## src/rtl/fetch_sequencer.sv

```systemverilog
// Fetch-stage sequencer: boot delay, reset-PC load, redirect/stall/halt arbitration and pipeline flushes.
// Optional performance counters are compiled in when FETCH_PERF_CNT_EN is defined.
module fetch_sequencer #(
    parameter int unsigned          PC_WIDTH   = 32,
    parameter logic [PC_WIDTH-1:0]  RESET_PC   = '0,
    parameter int unsigned          BOOT_DELAY = 2,
    parameter int unsigned          CNT_WIDTH  = 16
) (
    input  logic                fs_clk,
    input  logic                fs_rst,
    input  logic                fs_i_stall,
    input  logic                fs_i_id_redirect,
    input  logic [PC_WIDTH-1:0] fs_i_id_target,
    input  logic                fs_i_ex_redirect,
    input  logic [PC_WIDTH-1:0] fs_i_ex_target,
    input  logic                fs_i_halt,
    output logic                fs_o_ce,
    output logic                fs_o_change_pc,
    output logic [PC_WIDTH-1:0] fs_o_pc,
    output logic                fs_o_flush_ifid,
    output logic                fs_o_flush_idex,
    output logic [1:0]          fs_o_state
`ifdef FETCH_PERF_CNT_EN
    ,
    output logic [CNT_WIDTH-1:0] fs_o_redirect_cnt,
    output logic [CNT_WIDTH-1:0] fs_o_stall_cnt,
    output logic [CNT_WIDTH-1:0] fs_o_flush_cnt
`endif
);

    typedef enum logic [1:0] {
        ST_BOOT = 2'd0,
        ST_LOAD = 2'd1,
        ST_RUN  = 2'd2,
        ST_HALT = 2'd3
    } state_e;

    localparam logic [3:0]          BOOT_LAST  = 4'(BOOT_DELAY - 1);
    localparam logic [PC_WIDTH-1:0] ALIGN_MASK = ~PC_WIDTH'(3);

    state_e                state_q,      state_d;
    logic [3:0]            boot_cnt_q,   boot_cnt_d;
    logic                  ce_q,         ce_d;
    logic                  change_pc_q,  change_pc_d;
    logic [PC_WIDTH-1:0]   pc_q,         pc_d;
    logic                  flush_ifid_q, flush_ifid_d;
    logic                  flush_idex_q, flush_idex_d;

    // Events used by the optional counters; always computed so both builds share one decode.
    logic run_redirect;
    logic run_stall;

`ifdef FETCH_PERF_CNT_EN
    logic [CNT_WIDTH-1:0] redirect_cnt_q, redirect_cnt_d;
    logic [CNT_WIDTH-1:0] stall_cnt_q,    stall_cnt_d;
    logic [CNT_WIDTH-1:0] flush_cnt_q,    flush_cnt_d;

    function automatic logic [CNT_WIDTH-1:0] sat_inc(input logic [CNT_WIDTH-1:0] v);
        return (v == '1) ? v : v + 1'b1;
    endfunction
`endif

    // NOTE: every signal written here gets a default first, so no path can leave one unassigned and infer a latch.
    always_comb begin
        state_d      = state_q;
        boot_cnt_d   = boot_cnt_q;
        ce_d         = 1'b0;
        change_pc_d  = 1'b0;
        pc_d         = pc_q;
        flush_ifid_d = 1'b0;
        flush_idex_d = 1'b0;
        run_redirect = 1'b0;
        run_stall    = 1'b0;

        unique case (state_q)
            ST_BOOT: begin
                if (boot_cnt_q == BOOT_LAST) begin
                    state_d     = ST_LOAD;
                    ce_d        = 1'b1;
                    change_pc_d = 1'b1;
                    pc_d        = RESET_PC;
                end else begin
                    boot_cnt_d = boot_cnt_q + 4'd1;
                end
            end
            ST_LOAD: begin
                state_d = ST_RUN;
                ce_d    = 1'b1;
            end
            ST_RUN: begin
                // EX redirect wins: a simultaneous ID jump belongs to a wrong-path instruction.
                if (fs_i_ex_redirect) begin
                    ce_d         = 1'b1;
                    change_pc_d  = 1'b1;
                    pc_d         = fs_i_ex_target & ALIGN_MASK;
                    flush_ifid_d = 1'b1;
                    flush_idex_d = 1'b1;
                    run_redirect = 1'b1;
                end else if (fs_i_id_redirect) begin
                    ce_d         = 1'b1;
                    change_pc_d  = 1'b1;
                    pc_d         = fs_i_id_target & ALIGN_MASK;
                    flush_ifid_d = 1'b1;
                    run_redirect = 1'b1;
                end else if (fs_i_halt) begin
                    state_d = ST_HALT;
                end else if (fs_i_stall) begin
                    run_stall = 1'b1;
                end else begin
                    ce_d = 1'b1;
                end
            end
            ST_HALT: begin
                state_d = ST_HALT;
            end
        endcase
    end

`ifdef FETCH_PERF_CNT_EN
    // Counters freeze in HALT naturally: no RUN events are decoded there.
    always_comb begin
        redirect_cnt_d = redirect_cnt_q;
        stall_cnt_d    = stall_cnt_q;
        flush_cnt_d    = flush_cnt_q;
        if (run_redirect) begin
            redirect_cnt_d = sat_inc(redirect_cnt_q);
            flush_cnt_d    = sat_inc(flush_cnt_q);
        end
        if (run_stall) begin
            stall_cnt_d = sat_inc(stall_cnt_q);
        end
    end
`endif

    // NOTE: sequential state uses non-blocking assignments so every flop samples pre-edge values.
    always_ff @(posedge fs_clk or negedge fs_rst) begin
        if (!fs_rst) begin
            state_q        <= ST_BOOT;
            boot_cnt_q     <= '0;
            ce_q           <= 1'b0;
            change_pc_q    <= 1'b0;
            pc_q           <= RESET_PC;
            flush_ifid_q   <= 1'b0;
            flush_idex_q   <= 1'b0;
`ifdef FETCH_PERF_CNT_EN
            redirect_cnt_q <= '0;
            stall_cnt_q    <= '0;
            flush_cnt_q    <= '0;
`endif
        end else begin
            state_q        <= state_d;
            boot_cnt_q     <= boot_cnt_d;
            ce_q           <= ce_d;
            change_pc_q    <= change_pc_d;
            pc_q           <= pc_d;
            flush_ifid_q   <= flush_ifid_d;
            flush_idex_q   <= flush_idex_d;
`ifdef FETCH_PERF_CNT_EN
            redirect_cnt_q <= redirect_cnt_d;
            stall_cnt_q    <= stall_cnt_d;
            flush_cnt_q    <= flush_cnt_d;
`endif
        end
    end

    assign fs_o_ce         = ce_q;
    assign fs_o_change_pc  = change_pc_q;
    assign fs_o_pc         = pc_q;
    assign fs_o_flush_ifid = flush_ifid_q;
    assign fs_o_flush_idex = flush_idex_q;
    assign fs_o_state      = state_q;

`ifdef FETCH_PERF_CNT_EN
    assign fs_o_redirect_cnt = redirect_cnt_q;
    assign fs_o_stall_cnt    = stall_cnt_q;
    assign fs_o_flush_cnt    = flush_cnt_q;
`endif

endmodule
```

## config.mk

```make
export PLATFORM = sky130hd
export DESIGN_NAME = fetch_sequencer
export DESIGN_NICKNAME = d
export VERILOG_FILES = /design/src/rtl/fetch_sequencer.sv
export SDC_FILE = /design/constraint.sdc
export NUM_CORES = 1
export LEC_CHECK = 0
export ABC_AREA = 1
export CAP_MARGIN = 20
export CORE_MARGIN = 2
export CORE_UTILIZATION = 36
export CTS_CLUSTER_SIZE = 40
export DETAILED_ROUTE_END_ITERATION = 12
export PLACE_DENSITY = 0.8
export SYNTH_ARGS = -nofsm -noshare
export SYNTH_HDL_FRONTEND = slang
export SYNTH_SLANG_ARGS = --single-unit
```

## constraint.sdc

```tcl
create_clock -name fs_clk -period 1.1 [get_ports fs_clk]
set_input_delay 0.165 -clock fs_clk [delete_from_list [all_inputs] [get_ports fs_clk]]
set_output_delay 0.165 -clock fs_clk [all_outputs]
set_load 0.005 [all_outputs]
```

==> impl_metrics.yaml, run 1 <==
pwr:
  power_density_mw_per_mm2: 1360
  p_leak_uw: 0.00182
  p_total_uw: 4960
  ir_drop_v: 0.000865
cts:
  root_buffer: "clkbuf_8"
  clk_pin_slew_ps: 80
  clock_latency_ps: 290
  cts_max_path_buffers: 2
  htree_levels: 2
  numCtsBuffers: 5
  cts_tree: "yes"
  clock_sinks: 40
outcome:
  status: "complete, but fails checks"
  violations: "negative setup slack"
flow_run:
  drv_cap: 0
timing:
  hold_violations: 0
  fin_crit_sh_pct: 115
  clock-skew-final_ps: 5.67
  setup_ws_ps: -165
  fmax_ghz: 0.791
  rsz0062_at_grt: "yes"
  maxSlewViolCount: 0
  holdWs_ps: 364
  period_minus_slack_ps: 1260
  setup_viol: 40
setup_path:
  ff2ff_setup_slack_ps: -160
  critPathKind: "reg2reg"
  cp_data_required_time_ps: 1280
  crit_start: "fs_o_state[1]$_DFFE_PN0P_"
  r2r-start: "fs_o_state[1]$_DFFE_PN0P_"
  cp.arrival_ps: 1440
  rr_worst_depth: 6
  endpoint: "fs_o_pc[29]$_DFFE_PN0P_"
  r2r_end: "fs_o_pc[29]$_DFFE_PN0P_"
  crit_fanout: 15
  start_kind: "flop"
  endpoint_kind: "flop"
grt:
  grt_usage_pct: 21.0
  grt_antenna_before_repair: 0
  grt_pass1_vias: 2267
  overflow: 0
  grt_first_pass_wirelength_mm: 10.6
  grt_max_degree: 41
yosys:
  netlist_instances: 286
  synthTopCellsByArea: "dfrtp_1 48%, nand2_1 24%, nand3_1 7.9%, a21oi_1 7.4%, buf_2 3.6%"
  yosysTopAreaCell: "dfrtp_1"
  synth_seq_area_share_pct: 47.8
  synth_edf_count: 0
  ys_warn_count: 0
  synthTopCellsByCount: "134 x nand2_1, 40 x dfrtp_1, 33 x nand3_1, 31 x a21oi_1, 15 x buf_2"
  synth_flop_cell: "dfrtp_1"
  synth.distinct_cells: 18
  synthArstFlopShare_pct: 100
  ys_ff_latch: 40
  synth_top_area_share_pct: 47.8
  avgSynthCellArea_um2: 7.32
  synthMostInstantiatedCell: "nand2_1"
  netlist_area_mm2: 0.00209
cells_and_area:
  ff_latch_area_mm2: 0.00100
  fin_nets: 492
  final_cells: 493
  drive_gt1_share_pct: 18.3
  multi_input_area_mm2: 0.00101
  nFillCells: 483
  diodes: 0
  area_growth_pct: 74.5
route:
  routed_wl_mm: 6.70
  vias_per_cell: 4.73
  drtPass1Iterations: 4
  route.vias.total: 2332
  postRouteAntennaNets: 0
  wl_per_cell_um: 13.6
  drc: 0
  drt_iter0_drc: 122
floorplanning:
  start_util_pct: 37.6
  die_h_um: 80.3
  fp-row-count: 27
  dieWidth_um: 80.3
  ios: 108
  die_area_mm2: 0.00644
  core_region_area_mm2: 0.00557
placement:
  placedCellCount: 461
  dp_hpwl_mm: 4.58
  io_buffers: 101
  gp_congestion: 0.760
worst_hold_path:
  hold_path_class: "in2async"
==> placed cells by master (no fill, tap or decap), types with 2 or more instances in the layout <==
master,count
nor2_1,4
conb_1,2
nand2_1,130
clkbuf_2,3
clkbuf_8,6
inv_1,6
buf_4,31
nand3_1,32
clkdlybuf4s15_1,31
o21ai_0,2
inv_2,4
buf_2,2
nand2_4,2
buf_12,4
clkinv_2,2
nand2_2,4
dfrtp_1,39
a21oi_1,30
clkdlybuf4s50_1,64
buf_6,9
==> metal layers <==
metal	up-vias	GRT usage, %	share of wire (%)
met1	1072	26.2	41
met4	0	5.59	0.96
met5	-	0	0
li1	1168	-	-
met3	7	3.93	7.0
met2	85	37.1	51
==> cell families after synthesis <==
| family | after synthesis | synth area share (%) |
|---|---|---|
| other cells | 1 | 0.179 |
| flops | 40 | 47.8 |
| simple gates | 179 | 35.5 |
| fa+ha+maj | 2 | 1.19 |
| buf+inv | 30 | 7.17 |
| compound gates | 34 | 8.12 |
==> worst max-delay path: stages, from the launching register on <==
cell and delay, ps:
dfrtp_2 420, buf_6 130, nor2_4 120, nand3_4 150
buf_12 190, nand3_1 80, nand2_1 60
==> per-stage QoR <==
| stage | utilization, % | setup WS [ps] | cell area [um^2] | TNS (ps) |
|---|---|---|---|---|
| after floorplan | - | -46.0 | 2110 | -1360 |
| after global placement | 59.0 | -299 | 3290 | -9650 |
| after detailed placement | 59.0 | -341 | 3290 | -10700 |
| after CTS | 63.3 | -157 | 3530 | -4240 |
| after global routing | 65.6 | -240 | 3650 | -8060 |
| final | 65.6 | -165 | 3650 | -5190 |
==> area by class of cell <==
type                    count  share of cell area (%)
well taps                  72                    2.46
flip-flops and latches     40                    27.4
inverters                  10                    1.03
multi-input cells         217                    27.6
repair buffers            146                    39.0
clock buffers               6                    2.26
clock inverters             2                   0.274
==> timing repair <==
item,CTS,global route
setup buffers,15,7
hold buffers,1,0
resized for setup,79,24
hold endpoints to repair,40,0
gates cloned,0,1
setup endpoints to repair,73,53
==> state kept, by name (all words and copies together) (netlist names) <==
| register | cells |
|---|---|
| fs_o_flush_ifid | 1 |
| fs_o_ce | 1 |
| fs_o_flush_idex | 1 |
| boot_cnt_q | 4 |
| fs_o_state | 2 |
| fs_o_pc | 30 |
| fs_o_change_pc | 1 |
==> report_power, final <==
group          internal, uW  switching, uW
clock                   501            518
sequential             1780            179
combinational          1130            857
==> how the worst min path moves through the flow <==
stage,from,to,slack (ps),depth (start not counted)
floorplan,fs_rst,boot_cnt_q[0]$_DFFE_PN0P_,-130,0
global placement,fs_rst,fs_o_pc[10]$_DFFE_PN0P_,160,2
detailed placement,fs_rst,fs_o_pc[10]$_DFFE_PN0P_,150,2
CTS,fs_rst,fs_o_pc[10]$_DFFE_PN0P_,380,3
global route,fs_rst,fs_o_pc[10]$_DFFE_PN0P_,380,3
finish,fs_rst,fs_o_pc[10]$_DFFE_PN0P_,360,3
Note: power is estimated with default switching activity, not from simulation.
==> inputs of run 2 (changes only) <==
--- a/config.mk
+++ b/config.mk
@@ -11,6 +11,7 @@
 export CORE_UTILIZATION = 36
 export CTS_CLUSTER_SIZE = 40
 export DETAILED_ROUTE_END_ITERATION = 12
+export GPL_ROUTABILITY_DRIVEN = 1
 export PLACE_DENSITY = 0.8
 export SYNTH_ARGS = -nofsm -noshare
 export SYNTH_HDL_FRONTEND = slang
==> results of run 2 <==
Same layout as run 1: the final DEF is identical, and so are final timing and power.
==> inputs of run 3 (changes only) <==
--- a/config.mk
+++ b/config.mk
@@ -5,14 +5,13 @@
 export SDC_FILE = /design/constraint.sdc
 export NUM_CORES = 1
 export LEC_CHECK = 0
-export ABC_AREA = 1
 export CAP_MARGIN = 20
 export CORE_MARGIN = 2
 export CORE_UTILIZATION = 36
 export CTS_CLUSTER_SIZE = 40
 export DETAILED_ROUTE_END_ITERATION = 12
 export GPL_ROUTABILITY_DRIVEN = 1
-export PLACE_DENSITY = 0.8
+export PLACE_DENSITY = 0.79
 export SYNTH_ARGS = -nofsm -noshare
 export SYNTH_HDL_FRONTEND = slang
 export SYNTH_SLANG_ARGS = --single-unit
==> impl_metrics.yaml, run 3 <==
outcome:
  status: "complete, but fails checks"
  violations: "negative setup slack"
yosys:
  ys_ff_latch: 40
  avgSynthCellArea_um2: 12.2
  synthArstFlopShare_pct: 100
  synthMostInstantiatedCell: "dfrtp_1"
  yosysTopAreaCell: "dfrtp_1"
  synth_top_area_share_pct: 46.0
  netlist_instances: 178
  synthTopCellsByArea: "dfrtp_1 46%, o22ai_2 17%, mux2i_1 14%, o21ai_0 6.9%, buf_6 2.1%"
  synth.distinct_cells: 27
  synthTopCellsByCount: "40 x dfrtp_1, 31 x mux2i_1, 30 x o21ai_0, 30 x o22ai_2"
  synth_flop_cell: "dfrtp_1"
  synth_seq_area_share_pct: 46.0
  synth_edf_count: 0
  netlist_area_mm2: 0.00218
  ys_warn_count: 0
setup_path:
  cp.arrival_ps: 1620
  max_stage_delay_ps: 410
  crit_path_cell_trace: "ha_4 -> nor3b_4 -> nor2b_4 -> buf_12 -> buf_8 -> or2_1"
  critPathKind: "reg2reg"
  endpoint_kind: "flop"
  crit_fanout: 6
  cp_data_required_time_ps: 1280
  slowest_stage: "dfrtp_1"
  start_kind: "flop"
route:
  wl_per_cell_um: 16.4
  vias_per_cell: 5.00
  drt_iter0_drc: 89
  route.vias.total: 1954
  drtPass1Iterations: 4
  drc: 0
  routed_wl_mm: 6.40
  postRouteAntennaNets: 0
timing:
  hold_violations: 0
  maxSlewViolCount: 0
  period_minus_slack_ps: 1450
  rsz0062_at_grt: "yes"
  clock-skew-final_ps: 3.47
  setup_viol: 39
  setup_ws_ps: -350
  fmax_ghz: 0.690
  timing.setup.tns_ps: -11550
  holdWs_ps: 194
  fin_crit_sh_pct: 132
cts:
  clk_pin_slew_ps: 70
  cts_max_path_buffers: 2
  cts_tree: "yes"
  htree_levels: 2
  clock_latency_ps: 290
  root_buffer: "clkbuf_8"
  numCtsBuffers: 5
  clock_sinks: 40
grt:
  grt_pass1_vias: 1980
  grt_first_pass_wirelength_mm: 9.57
  grt_usage_pct: 19.1
  grt_max_degree: 40
  overflow: 0
  grt_antenna_before_repair: 0
placement:
  gp_congestion: 0.750
  io_buffers: 101
  dp_hpwl_mm: 4.23
  placedCellCount: 357
cells_and_area:
  layout_commonest_cell: "clkdlybuf4s50_1"
  largest_reg_flops: 30
  final_cell_mix: "63 x clkdlybuf4s50_1, 40 x dfrtp_1, 31 x mux2i_1"
  fin_util_pct: 64.5
  final_cells: 391
  diodes: 0
  nFillCells: 478
  drive_gt1_share_pct: 33.2
  fin_nets: 387
  multi_input_area_mm2: 0.00107
  area_growth_pct: 74.3
  ff_latch_area_mm2: 0.00100
pwr:
  clockPowerShare_pct: 17.1
  switching_share_pct: 28.6
  p_comb_share_pct: 43.3
  power_frac_seq_pct: 39.6
  p_leak_uw: 0.00169
  power_density_mw_per_mm2: 1530
  intPower_uw: 4140
  switchingPower_uw: 1660
  ir_drop_v: 0.000795
floorplanning:
  fp-row-count: 28
  dieWidth_um: 81.8
  start_util_pct: 37.0
  die_area_mm2: 0.00669
  die_h_um: 81.8
  core_region_area_mm2: 0.00589
  ios: 108
worst_hold_path:
  hold_path_class: "in2async"
flow_run:
  drv_cap: 0
-- run 3: cell count changes in the layout (fill, tap and decap cells not counted), moves of 3 or more --
| cell | before | now |
|---|---|---|
| nand2_1 | 130 | 0 |
| nand2_2 | 4 | 0 |
| inv_1 | 6 | 1 |
| nand3_1 | 32 | 1 |
| o22ai_2 | 0 | 30 |
| mux2i_1 | 0 | 31 |
| buf_12 | 4 | 7 |
| o21ai_0 | 2 | 30 |
| buf_4 | 31 | 25 |
| a21oi_1 | 30 | 1 |
-- run 3: area by class of cell --
cell class	count	area share (%)
Timing Repair Buffer	148	40.2
Multi-Input combinational cell	117	28.2
Sequential cell	40	26.4
Tap cell	75	2.47
Clock buffer	6	2.18
Inverter	3	0.297
Clock inverter	2	0.264
-- run 3: kinds of logic (layout without fill, tap and decap cells) --
logic type,after synthesis,count (layout),share of synthesized area [%]
XOR/XNOR,3,3,1.21
AND/OR/NAND/NOR,16,16,5.00
AO/OA/AOI/OAI,63,63,24.9
flip-flops,40,40,46.0
multiplexers,31,31,14.2
other,1,2,0.172
adder cells (fa/ha/maj),2,2,1.15
buffers and inverters,22,159,7.35
-- run 3: power by group through the flow --
stage | sequential, uW | combinational (uW) | clock, uW
finish | 2300 | 2510 | 989
floorplan | 2320 | 942 | 0
detailed placement | 2300 | 2530 | 0
global route | 2360 | 2730 | 1090
CTS | 2290 | 2510 | 1020
global placement | 2290 | 2460 | 0
-- run 3: repair_timing --
action | CTS | global route
hold endpoints to repair | 40 | 0
hold buffers | 1 | 0
pin swaps | 6 | 4
cloned | 1 | 3
buffers inserted | 15 | 10
endpoints found under the setup margin | 74 | 51
resized for setup | 83 | 23
-- run 3: metal layers --
layer  vias to the layer above  global-route usage, %  routed length [um]
met3                         8                   5.05                 497
met4                         0                   5.50                  76
met2                        76                   33.5                3230
met5                         -                      0                   0
li1                        915                      -                   -
met1                       955                   23.0                2590
-- run 3: through the flow --
step,area (um^2),power (uW),setup slack [ps]
after floorplan,2190,3260,-244
after global placement,3350,4740,-342
after detailed placement,3350,4830,-367
after CTS,3660,5820,-319
after global routing,3800,6190,-400
final,3800,5800,-350
-- run 3: final timing paths --
kind	startpoint	slack [ps]	cells past startpoint	to
min reg2reg	fs_o_pc[26]$_DFFE_PN0P_	590	2	fs_o_pc[26]$_DFFE_PN0P_
min in group fs_clk	fs_i_ex_redirect	340	4	fs_o_flush_idex$_DFF_PN0_
max in group asynchronous	fs_rst	510	3	fs_o_pc[27]$_DFFE_PN0P_
min	fs_rst	190	2	fs_o_pc[24]$_DFFE_PN0P_
max	boot_cnt_q[0]$_DFFE_PN0P_	-350	6	fs_o_change_pc$_DFF_PN0_
max reg2reg	boot_cnt_q[0]$_DFFE_PN0P_	-350	6	fs_o_change_pc$_DFF_PN0_
-- run 3: worst max-delay path, delay by kind of cell (launching register included) --
family | cells | cell delay, ps
simple gates | 3 | 480
flops | 1 | 410
fa+ha+maj | 1 | 170
buf+inv | 2 | 270
